<file path="src/rtl/btn_event_decoder.sv">
// Four-channel push-button event decoder.
// Each channel turns a debounced, active-high button level into press,
// short-release, long-press and auto-repeat pulses plus a held level.
// Optional feature macro: BTN_AUTO_REPEAT_EN (auto-repeat while held in LONG).
// Without the macro o_repeat is tied low and the hold counter stays at 0 in LONG.
module btn_event_decoder #(
  parameter int LONG_PRESS_CYC = 100_000_000,
  parameter int REPEAT_CYC     = 20_000_000
) (
  input  logic       clk,
  input  logic       rst,
  input  logic [3:0] i_btn,
  output logic [3:0] o_press,
  output logic [3:0] o_short,
  output logic [3:0] o_long,
  output logic [3:0] o_repeat,
  output logic [3:0] o_held
);

  localparam int MAX_CYC = (LONG_PRESS_CYC > REPEAT_CYC) ? LONG_PRESS_CYC : REPEAT_CYC;
  localparam int CNT_W   = $clog2(MAX_CYC + 1);
  localparam logic [CNT_W-1:0] LONG_LAST = CNT_W'(LONG_PRESS_CYC - 1);
`ifdef BTN_AUTO_REPEAT_EN
  localparam logic [CNT_W-1:0] REPEAT_LAST = CNT_W'(REPEAT_CYC - 1);
`endif

  // LOCKOUT waits for a release so a button held through reset never fires.
  typedef enum logic [1:0] {
    ST_LOCKOUT = 2'd0,
    ST_IDLE    = 2'd1,
    ST_PRESSED = 2'd2,
    ST_LONG    = 2'd3
  } state_t;

  genvar gi;
  generate
    for (gi = 0; gi < 4; gi++) begin : g_ch
      state_t           state_reg, state_next;
      logic [CNT_W-1:0] cnt_reg, cnt_next;
      logic             press_reg, press_next;
      logic             short_reg, short_next;
      logic             long_reg, long_next;
      logic             held_reg, held_next;
`ifdef BTN_AUTO_REPEAT_EN
      logic             repeat_reg, repeat_next;
`endif

      // State, hold counter and registered event outputs.
      always_ff @(posedge clk or posedge rst) begin
        if (rst) begin
          state_reg  <= ST_LOCKOUT;
          cnt_reg    <= '0;
          press_reg  <= 1'b0;
          short_reg  <= 1'b0;
          long_reg   <= 1'b0;
          held_reg   <= 1'b0;
`ifdef BTN_AUTO_REPEAT_EN
          repeat_reg <= 1'b0;
`endif
        end else begin
          state_reg  <= state_next;
          cnt_reg    <= cnt_next;
          press_reg  <= press_next;
          short_reg  <= short_next;
          long_reg   <= long_next;
          held_reg   <= held_next;
`ifdef BTN_AUTO_REPEAT_EN
          repeat_reg <= repeat_next;
`endif
        end
      end

      // Next-state, counter and event decode; the counter is cleared on every state entry.
      always_comb begin
        state_next  = state_reg;
        cnt_next    = cnt_reg;
        press_next  = 1'b0;
        short_next  = 1'b0;
        long_next   = 1'b0;
`ifdef BTN_AUTO_REPEAT_EN
        repeat_next = 1'b0;
`endif
        case (state_reg)
          ST_LOCKOUT: begin
            if (!i_btn[gi]) begin
              state_next = ST_IDLE;
              cnt_next   = '0;
            end
          end
          ST_IDLE: begin
            if (i_btn[gi]) begin
              state_next = ST_PRESSED;
              cnt_next   = '0;
              press_next = 1'b1;
            end
          end
          ST_PRESSED: begin
            if (!i_btn[gi]) begin
              state_next = ST_IDLE;
              cnt_next   = '0;
              short_next = 1'b1;
            end else if (cnt_reg == LONG_LAST) begin
              state_next = ST_LONG;
              cnt_next   = '0;
              long_next  = 1'b1;
            end else begin
              cnt_next = cnt_reg + CNT_W'(1);
            end
          end
          ST_LONG: begin
            if (!i_btn[gi]) begin
              state_next = ST_IDLE;
              cnt_next   = '0;
            end else begin
`ifdef BTN_AUTO_REPEAT_EN
              if (cnt_reg == REPEAT_LAST) begin
                cnt_next    = '0;
                repeat_next = 1'b1;
              end else begin
                cnt_next = cnt_reg + CNT_W'(1);
              end
`else
              cnt_next = '0;
`endif
            end
          end
          default: begin
            state_next = ST_LOCKOUT;
            cnt_next   = '0;
          end
        endcase
        held_next = (state_next == ST_PRESSED) || (state_next == ST_LONG);
      end

      assign o_press[gi] = press_reg;
      assign o_short[gi] = short_reg;
      assign o_long[gi]  = long_reg;
      assign o_held[gi]  = held_reg;
`ifdef BTN_AUTO_REPEAT_EN
      assign o_repeat[gi] = repeat_reg;
`endif
    end
  endgenerate

`ifndef BTN_AUTO_REPEAT_EN
  assign o_repeat = 4'b0000;
`endif

endmodule

</file>
<file path="config.mk">
export PLATFORM = sky130hd
export DESIGN_NAME = btn_event_decoder
export DESIGN_NICKNAME = d
export VERILOG_FILES = /design/src/rtl/btn_event_decoder.sv
export SDC_FILE = /design/constraint.sdc
export NUM_CORES = 1
export LEC_CHECK = 0
export CAP_MARGIN = 40
export CELL_PAD_IN_SITES_DETAIL_PLACEMENT = 1
export CELL_PAD_IN_SITES_GLOBAL_PLACEMENT = 1
export CORE_AREA = 2 2 125 127
export CTS_CLUSTER_SIZE = 40
export DETAILED_ROUTE_END_ITERATION = 10
export DIE_AREA = 0 0 127 129
export GPL_TIMING_DRIVEN = 0
export PLACE_DENSITY = 0.81
export SYNTH_ARGS = -nofsm -noshare
export SYNTH_HDL_FRONTEND = slang
export SYNTH_SLANG_ARGS = --single-unit
</file>
<file path="constraint.sdc">
create_clock -name clk -period 4.8 [get_ports clk]
set_input_delay 0.96 -clock clk [delete_from_list [all_inputs] [get_ports clk]]
set_output_delay 0.96 -clock clk [all_outputs]
set_load 0.05 [all_outputs]
</file>
Yosys cells after proc, flatten, opt, wreduce, memory -nomap -nowiden. Index checks and enable logic that the tools add are counted. W data, S select, Z words.

Register bits after elaboration: 132. Bits of input ports: 6. Output and inout bits: 20. Logic and storage cells: 144.

Add/sub/neg operators: 4. Eq/ne operators: 32. Muxes and demuxes: 68. Reductions and logical operators: 16.

Operators with widths (number): $mux W27 (16); $pmux W27 S4 (4); $add A27 B1 Y27 const B (4); $eq A27 B27 Y1 const B (4); $eq A2 B2 Y1 const B (16); $mux W2 (16); $mux W1 (28); $pmux W2 S3 (4); $ne A2 B2 Y1 const B (8); $eq A2 B1 Y1 const B (4); $logic_not A2 Y1 (4); $reduce_and A2 Y1 (4); $reduce_or A2 Y1 (4); $logic_or A1 B1 Y1 (4).

Logic depth before layout (Yosys ltp). Gate-level depths: netlist of run 1.

Word-level depth: 6. Gate-level depth with buffers: 8. Mapped depth without buffers: 7.

Least setup slack after synthesis of run 1. Ideal clock, no wire load.

Path kind: input port to flip-flop. From: input port i_btn[2]. To: register g_ch[2].cnt_reg[18]. Library setup time: 119 ps. Arrival time: 2648 ps. Data required time: 4681 ps. Path slack: 2032 ps. Cell stages on the path: 6. Path buffers: 1. Path through: clkbuf_1 -> mux2_2 -> nor4_1 -> nand4_1 -> xnor2_1 -> nor2_2.

Longest elaborated chain between the ends: 2. Elaborated cells on any way between the ends: 5. Classes of those cells: eq/ne: 2; mux: 2; reduce/logical: 1.

Ends and longest elaborated chain: from (decl) (line 12) `input logic [3:0] i_btn,`; $mux W27 / $ne A2 B2 Y1 (equally long branches); $pmux W27 S4 / $reduce_and A2 Y1 (equally long branches); to (signal assigned) (line 62) `cnt_reg <= cnt_next;`; to (decl) (line 39) `logic [CNT_W-1:0] cnt_reg, cnt_next;`.

Several ways; a longest one is shown, not always the timed one. A chain may end at the register's enable or synchronous reset.

Final worst setup path of run 1.
From: input port i_btn[1]. To: register g_ch[1].cnt_reg[16].

Longest elaborated chain between the ends: 2. Elaborated cells on any way between the ends: 5. Classes of those cells: eq/ne: 2; mux: 2; reduce/logical: 1.

Ends and longest elaborated chain (line): $mux W27 / $ne A2 B2 Y1 (equally long branches); $pmux W27 S4 / $reduce_and A2 Y1 (equally long branches); to (signal assigned) (62); to (decl) (39).

Several ways; a longest one is shown, not always the timed one.

==> impl_metrics.tcl, run 1 <==
set metrics [dict create \
    via_count_of_the_first_global_routing_pass 6449 \
    share_of_post_route_cells_with_drive_strength_above_1_pct 10.8 \
    htree_levels 4 \
    via_per_inst 5.95 \
    route.detailed.drc 0 \
    seq_area_frac_synth_pct 45.4 \
    yosys-top-cells-area "sky130_fd_sc_hd__dfrtp_1 45%, sky130_fd_sc_hd__nor2_1 4.9%, sky130_fd_sc_hd__xor2_1 4.5%" \
    clock_tree.buffer_depth 2 \
    p_comb_share_pct 26.5 \
    grt_remaining_overflow 0 \
    worst-path-max-fanout 10 \
    report.final.setup_viol 0 \
    grt_antenna_before_repair 0 \
    firstDrtPassIters 4 \
    cts_tree "built" \
    cell_taking_the_most_area_after_synthesis "sky130_fd_sc_hd__dfrtp_1" \
    cp.required_ns 5.10 \
    floorplan.io_pins 26 \
    end_kind "flop" \
    critical_path_class "input port to flop" \
    cellLeakagePower_nw 3.52 \
    holdBufCountCts 0 \
    share_seq_of_total_power_pct 36.7 \
    synthFlopType "sky130_fd_sc_hd__dfrtp_1" \
    fmax_ghz 0.332 \
    post-route-cell-area_um2 8290 \
    peakVddDrop_v 0.000278 \
    finalCriticalPeriod_ns 3.01 \
    worstPathArrival_ns 3.31 \
    antenna_left 0 \
    finalMaxSlewViolations 0 \
    outcome "completed" \
    core_area_um2 15000 \
    power_density_nw_per_um2 397 \
    number_of_flops_mapped_to_enable_cells_by_yosys 0 \
    tritoncts_num_sinks 132 \
    synth.cell_area_um2 7270 \
    initial_core_util_pct 48.5 \
    largest_reg_flops 108 \
    ys_ff_latch 132 \
    placedCellCount 971 \
    pwr-share-clk_pct 36.8 \
    postCtsSetupRepairBufs 0 \
    drt_first_iter_violations 342 \
    rows 45 \
    fin_nets 830 \
    path_clk_slew_ns 0.05 \
    timing.slew.headroom_pct 35.8 \
    share_of_yosys_cell_area_claimed_by_the_top_area_cell_type_pct 45.4 \
    cts-buffers-inserted 17 \
    synth-warning-count 0 \
    synthToLayoutAreaGrowth_pct 14.1 \
    place.gp.congestion 0.885 \
    ffs_w_async_s_r_synth_pct 100 \
    die_w_um 127 \
    timing.max_cap.violations 0 \
    buffers_added_on_ports 19 \
    timing.critical_path.from_type "input port" \
    dpl-instance-area_um2 7750 \
    clock-skew-final_ns 0.00988 \
    syn_inst 758 \
    worstSkewPairLatency_ns 0.43 \
    avgRoutedWirePerCell_um 18.9 \
    rsz_0062_raised_after_global_routing "no" \
    die-area_um2 16400 \
    antenna-diode-count 0 \
    groute.usage.overall_pct 24.2 \
    internal_power_mw 2.20 \
    timing.final.crit_share_pct 62.8 \
    post_cts_resized 0 \
    hold_viol 0 \
    final_cells 1002 \
    switchingPower_mw 1.09 \
    first_pass_grt_wire_length_um 31900 \
    post_synth.cell_area_avg_um2 9.59 \
    route.final.wire_length_um 18900 \
    place_hpwl_um 12500 \
    route.vias.total 5960 \
    grt_start_max_net_pins 79 \
    net_switching_share_of_the_total_power_pct 33.0 \
    synth.lib_cells_used.distinct 67 \
    die_height_um 129 \
    worst_hold_check_slack_ns 0.489 \
    cts.root.buffer_cell "sky130_fd_sc_hd__clkbuf_16" \
    worst_hold_path_type "flop to flop" \
    worst_slew_pin_slew_ns 0.954 \
]
cells by family (layout without fill, tap and decap cells):
family,after synthesis,count (layout),synth area share [%]
xor+xnor,70,70,8.43
other cells,1,4,0.0516
fa+ha+maj,20,20,3.44
compound gates,113,113,11.7
simple gates,349,349,24.9
mux,9,9,1.33
buf+inv,64,117,4.70
flops,132,132,45.4
cells in the final DEF (no fill, tap or decap), types with 4 or more instances in the layout:
cell type,n
sky130_fd_sc_hd__ha_1,20
sky130_fd_sc_hd__a31oi_1,19
sky130_fd_sc_hd__and4_1,11
sky130_fd_sc_hd__nor2_1,94
sky130_fd_sc_hd__mux2i_1,4
sky130_fd_sc_hd__clkbuf_1,20
sky130_fd_sc_hd__o221a_2,4
sky130_fd_sc_hd__o21ai_0,11
sky130_fd_sc_hd__clkbuf_16,17
sky130_fd_sc_hd__buf_2,5
sky130_fd_sc_hd__or3_1,6
sky130_fd_sc_hd__nor2b_1,7
sky130_fd_sc_hd__dfrtp_1,132
sky130_fd_sc_hd__xor2_1,37
sky130_fd_sc_hd__mux2_2,5
sky130_fd_sc_hd__xnor2_1,33
sky130_fd_sc_hd__buf_4,20
sky130_fd_sc_hd__a41oi_1,4
sky130_fd_sc_hd__inv_1,19
sky130_fd_sc_hd__a21o_1,10
sky130_fd_sc_hd__and3_1,17
sky130_fd_sc_hd__nand2_1,62
sky130_fd_sc_hd__clkdlybuf4s50_1,19
sky130_fd_sc_hd__nor3_1,15
sky130_fd_sc_hd__nand4_1,35
sky130_fd_sc_hd__clkinv_2,5
sky130_fd_sc_hd__nand3_1,43
sky130_fd_sc_hd__a21oi_1,22
sky130_fd_sc_hd__conb_1,4
sky130_fd_sc_hd__and2_1,12
sky130_fd_sc_hd__or2_2,4
sky130_fd_sc_hd__nor4_1,20
sky130_fd_sc_hd__a22o_1,9
synth_stat cells (all sizes together) (9+ instances only):
master    n
nor3     15
and3     18
nand3    43
and2     12
buf      27
a21o     10
nor4     21
dfrtp   132
clkbuf   17
a21oi    22
nor2     95
nand2    63
a22o      9
o21ai    11
and4     11
xnor2    33
inv      20
xor2     37
ha       20
nand4    37
a31oi    23
critical path: stages:
cell and delay, ns:
sky130_fd_sc_hd__clkdlybuf4s50_1 0.49, sky130_fd_sc_hd__clkbuf_1 0.40, sky130_fd_sc_hd__mux2i_1 0.33, sky130_fd_sc_hd__nand3_1 0.26
sky130_fd_sc_hd__nor4bb_1 0.61, sky130_fd_sc_hd__xnor2_1 0.20, sky130_fd_sc_hd__nor2_1 0.06
worst paths after layout:
kind	start	end	slack (ns)	cells past startpoint
setup reg to reg	g_ch[0].cnt_reg[19]	g_ch[0].cnt_reg[12]	2.22	7
hold reg to reg	g_ch[3].cnt_reg[23]	g_ch[3].cnt_reg[23]	0.49	1
min in group asynchronous	rst	g_ch[2].cnt_reg[17]	0.98	2
setup / recovery	i_btn[1]	g_ch[1].cnt_reg[16]	1.79	7
hold / removal	g_ch[3].cnt_reg[23]	g_ch[3].cnt_reg[23]	0.49	1
max in group asynchronous	rst	g_ch[1].state_reg[1]	3.06	3
metrics by stage:
step           util, %  total power [mW]  setup slack (ns)  setup TNS, ns
6_report          55.4              3.29              1.79              0
5_1_grt           55.4              3.43              1.61              0
4_1_cts           55.3              3.31              1.80              0
3_5_place_dp      51.7              2.08              1.43              0
3_3_place_gp      51.5              2.02             -1.54        -202.30
2_1_floorplan        -              1.84             0.314              0
cell type report:
cell class / count / area, µm²
clock buffers: 23 / 478
inverters: 20 / 80.1
well taps: 188 / 235
flip-flops and latches: 132 / 3300
fillers: 1706 / 6690
clock inverters: 6 / 55.1
plain buffers: 44 / 267
repair buffers: 24 / 238
multi-input cells: 565 / 3640
power groups by stage:
stage | registers [mW] | logic [mW] | clock network [mW]
6_report | 1.21 | 0.871 | 1.21
2_1_floorplan | 1.22 | 0.628 | 0
3_3_place_gp | 1.22 | 0.804 | 0
3_5_place_dp | 1.23 | 0.856 | 0
4_1_cts | 1.21 | 0.874 | 1.23
5_1_grt | 1.22 | 0.946 | 1.27
layer usage:
metal | GRT usage [%] | up-vias | part of all wire (%)
met5 | 0 | - | 0
li1 | - | 2791 | -
met1 | 28.8 | 3019 | 42
met4 | 10.5 | 0 | 2.5
met2 | 43.3 | 107 | 53
met3 | 4.45 | 43 | 2.4
(Power assumes the default switching activity.)
==> inputs of run 2 (changes only) <==
Settings changed: CORE_AREA 2 2 125 127 to 2 2 132 134, DIE_AREA 0 0 127 129 to 0 0 134 136, PLACE_DENSITY 0.81 to 0.77.
Clock period 4.8 ns to 2.5 ns, I/O delays scaled along.
==> run 2 against run 1 <==
  * Total power rose by 96%
  * Clock power increased by 93%
  * Non-clock buffer count rose by 8
  * Global-route usage is 2.8 points lower
  * Combinational power increased by 100%
  * Core utilization is 4.9 points lower
  * Clock skew decreased by 0.0036 ns
  * Via count fell by 0.12%
  * Final area increased by 2.6%
  * Sequential power increased by 92%
  * Setup slack got worse by 1.7 ns
  * Worst hold slack lost 0.018 ns
  * Critical path type is now flop to flop
  * Critical endpoint is now g_ch[2].cnt_reg[16]
==> impl_metrics.tcl, run 2 (synthesis results as in run 1) <==
set metrics [dict create \
    drt_first_iter_violations 326 \
    die_w_um 134 \
    share_of_post_route_cells_with_drive_strength_above_1_pct 12.4 \
    worstPathArrival_ns 2.68 \
    antenna_left 0 \
    worst_slew_pin_slew_ns 0.908 \
    die-area_um2 18200 \
    worst_r2r_endpoint "g_ch[2].cnt_reg[16]" \
    timing.max_cap.violations 0 \
    synthToLayoutAreaGrowth_pct 17.1 \
    grt_antenna_before_repair 0 \
    worstSkewPairLatency_ns 0.42 \
    holdBufCountCts 0 \
    cts-buffers-inserted 17 \
    critPathSlowestCell "sky130_fd_sc_hd__or4_4" \
    via_count_of_the_first_global_routing_pass 6381 \
    clock_tree.buffer_depth 2 \
    worst_hold_path_type "input port to async pin" \
    fmax_ghz 0.421 \
    groute.usage.overall_pct 21.4 \
    peakVddDrop_v 0.000499 \
    crit_family "simple AND/OR/NAND/NOR gates" \
    cp.buffers_inverters 1 \
    first_pass_grt_wire_length_um 31700 \
    grt_start_max_net_pins 37 \
    cts_tree "built" \
    htree_levels 4 \
    buffers_added_on_ports 19 \
    report.final.setup_viol 0 \
    via_per_inst 5.67 \
    antenna-diode-count 0 \
    cp.required_ns 2.80 \
    clock-skew-final_ns 0.00625 \
    route.detailed.drc 0 \
    timing.final.crit_share_pct 95.1 \
    avgRoutedWirePerCell_um 17.5 \
    regToRegStartpoint "g_ch[2].cnt_reg[0]" \
    route.final.wire_length_um 18400 \
    power_density_nw_per_um2 756 \
    mostFrequentLayoutCells "132 x sky130_fd_sc_hd__dfrtp_1, 94 x sky130_fd_sc_hd__nor2_1, 62 x sky130_fd_sc_hd__nand2_1" \
    hold_viol 0 \
    rrSetupSlack_ns 0.12 \
    grt_remaining_overflow 0 \
    rsz_0062_raised_after_global_routing "no" \
    end_kind "flop" \
    initial_core_util_pct 43.1 \
    core_area_um2 16900 \
    die_height_um 136 \
    fin_nets 838 \
    critical_path_cell_count 7 \
    cts.root.buffer_cell "sky130_fd_sc_hd__clkbuf_16" \
    worst-path-max-fanout 10 \
    rows 48 \
    fill_cells 1893 \
    outcome "completed" \
    firstDrtPassIters 4 \
    tritoncts_num_sinks 132 \
    finalCriticalPeriod_ns 2.38 \
    critical_path_class "flop to flop" \
    post-route-cell-area_um2 8510 \
    dpl-instance-area_um2 7870 \
    place_hpwl_um 12600 \
    cp_slowest_stage_delay_ns 0.56 \
    worst_hold_check_slack_ns 0.471 \
    place.gp.congestion 0.854 \
    largest_reg_flops 108 \
    cellLeakagePower_nw 3.58 \
    route.vias.total 5953 \
    finalMaxSlewViolations 0 \
    most_common_cell_after_layout_fill_and_taps_aside "sky130_fd_sc_hd__dfrtp_1" \
    timing.slew.headroom_pct 38.9 \
    floorplan.io_pins 26 \
    path_clk_slew_ns 0.06 \
    critical_path.cell_chain "ha_1 > nand3_2 > or4_4 > or3_4 > a31oi_4 > buf_6 > nor2_1" \
    timing.critical_path.from_type "flop" \
    rr_worst_depth 7 \
]
-- run 2: changes by cell type in the layout (fill, tap and decap cells not counted), sizes merged --
cell,delta
clkinv,-1
inv,-1
clkdlybuf4s18,+2
clkbuf,+1
buf,+8
clkinvlp,+1
-- run 2: worst max path at each step --
stage	end	slack [ns]	start
finish	g_ch[2].cnt_reg[16]	0.12	g_ch[2].cnt_reg[0]
global route	g_ch[3].cnt_reg[26]	0.006	g_ch[3].cnt_reg[0]
CTS	g_ch[0].cnt_reg[9]	0.008	g_ch[0].cnt_reg[19]
detailed placement	g_ch[1].cnt_reg[9]	-0.39	i_btn[1]
global placement	g_ch[2].cnt_reg[26]	-0.86	rst
floorplan	g_ch[2].cnt_reg[18]	0.19	i_btn[2]
-- run 2: through the flow --
step | cells | total power [mW] | worst slack, ns | util [%] | setup TNS (ns)
2_1_floorplan | 761 | 3.54 | 0.192 | - | 0
3_3_place_gp | 1005 | 3.88 | -0.862 | 46.0 | -118.82
3_5_place_dp | 1013 | 3.99 | -0.390 | 46.6 | -4.83
4_1_cts | 1046 | 6.38 | 0.00802 | 50.0 | 0
5_1_grt | 1049 | 6.74 | 0.00574 | 50.4 | 0
6_report | 1049 | 6.43 | 0.124 | 50.4 | 0
-- run 2: area by class of cell --
| class | count | area [µm²] | area share [%] |
|---|---|---|---|
| sequential | 132 | 3300 | 38.8 |
| multi-input combinational | 565 | 3680 | 43.3 |
| tap | 225 | 282 | 3.31 |
| clock inverter | 5 | 50.0 | 0.588 |
| clock buffer | 26 | 489 | 5.75 |
| timing repair buffer | 32 | 357 | 4.19 |
| inverter | 20 | 78.8 | 0.926 |
| buffer | 44 | 270 | 3.18 |
-- run 2: routing by layer --
metal	wire length, µm	up-vias	global-route usage, %
met2	9630	80	38.3
met3	433	34	3.54
met4	286	0	7.45
li1	-	2808	-
met1	8040	3031	26.2
met5	0	-	0
-- run 2: what timing repair did --
item	CTS	global route
setup buffers	2	3
gates resized for setup	1	12
cloned	0	0
pin swaps	1	3
endpoints found under the setup margin	20	69
-- run 2: power by group --
part,internal [mW],switching (mW)
logic,0.668,1.11
registers,2.24,0.0781
clock network,1.43,0.897
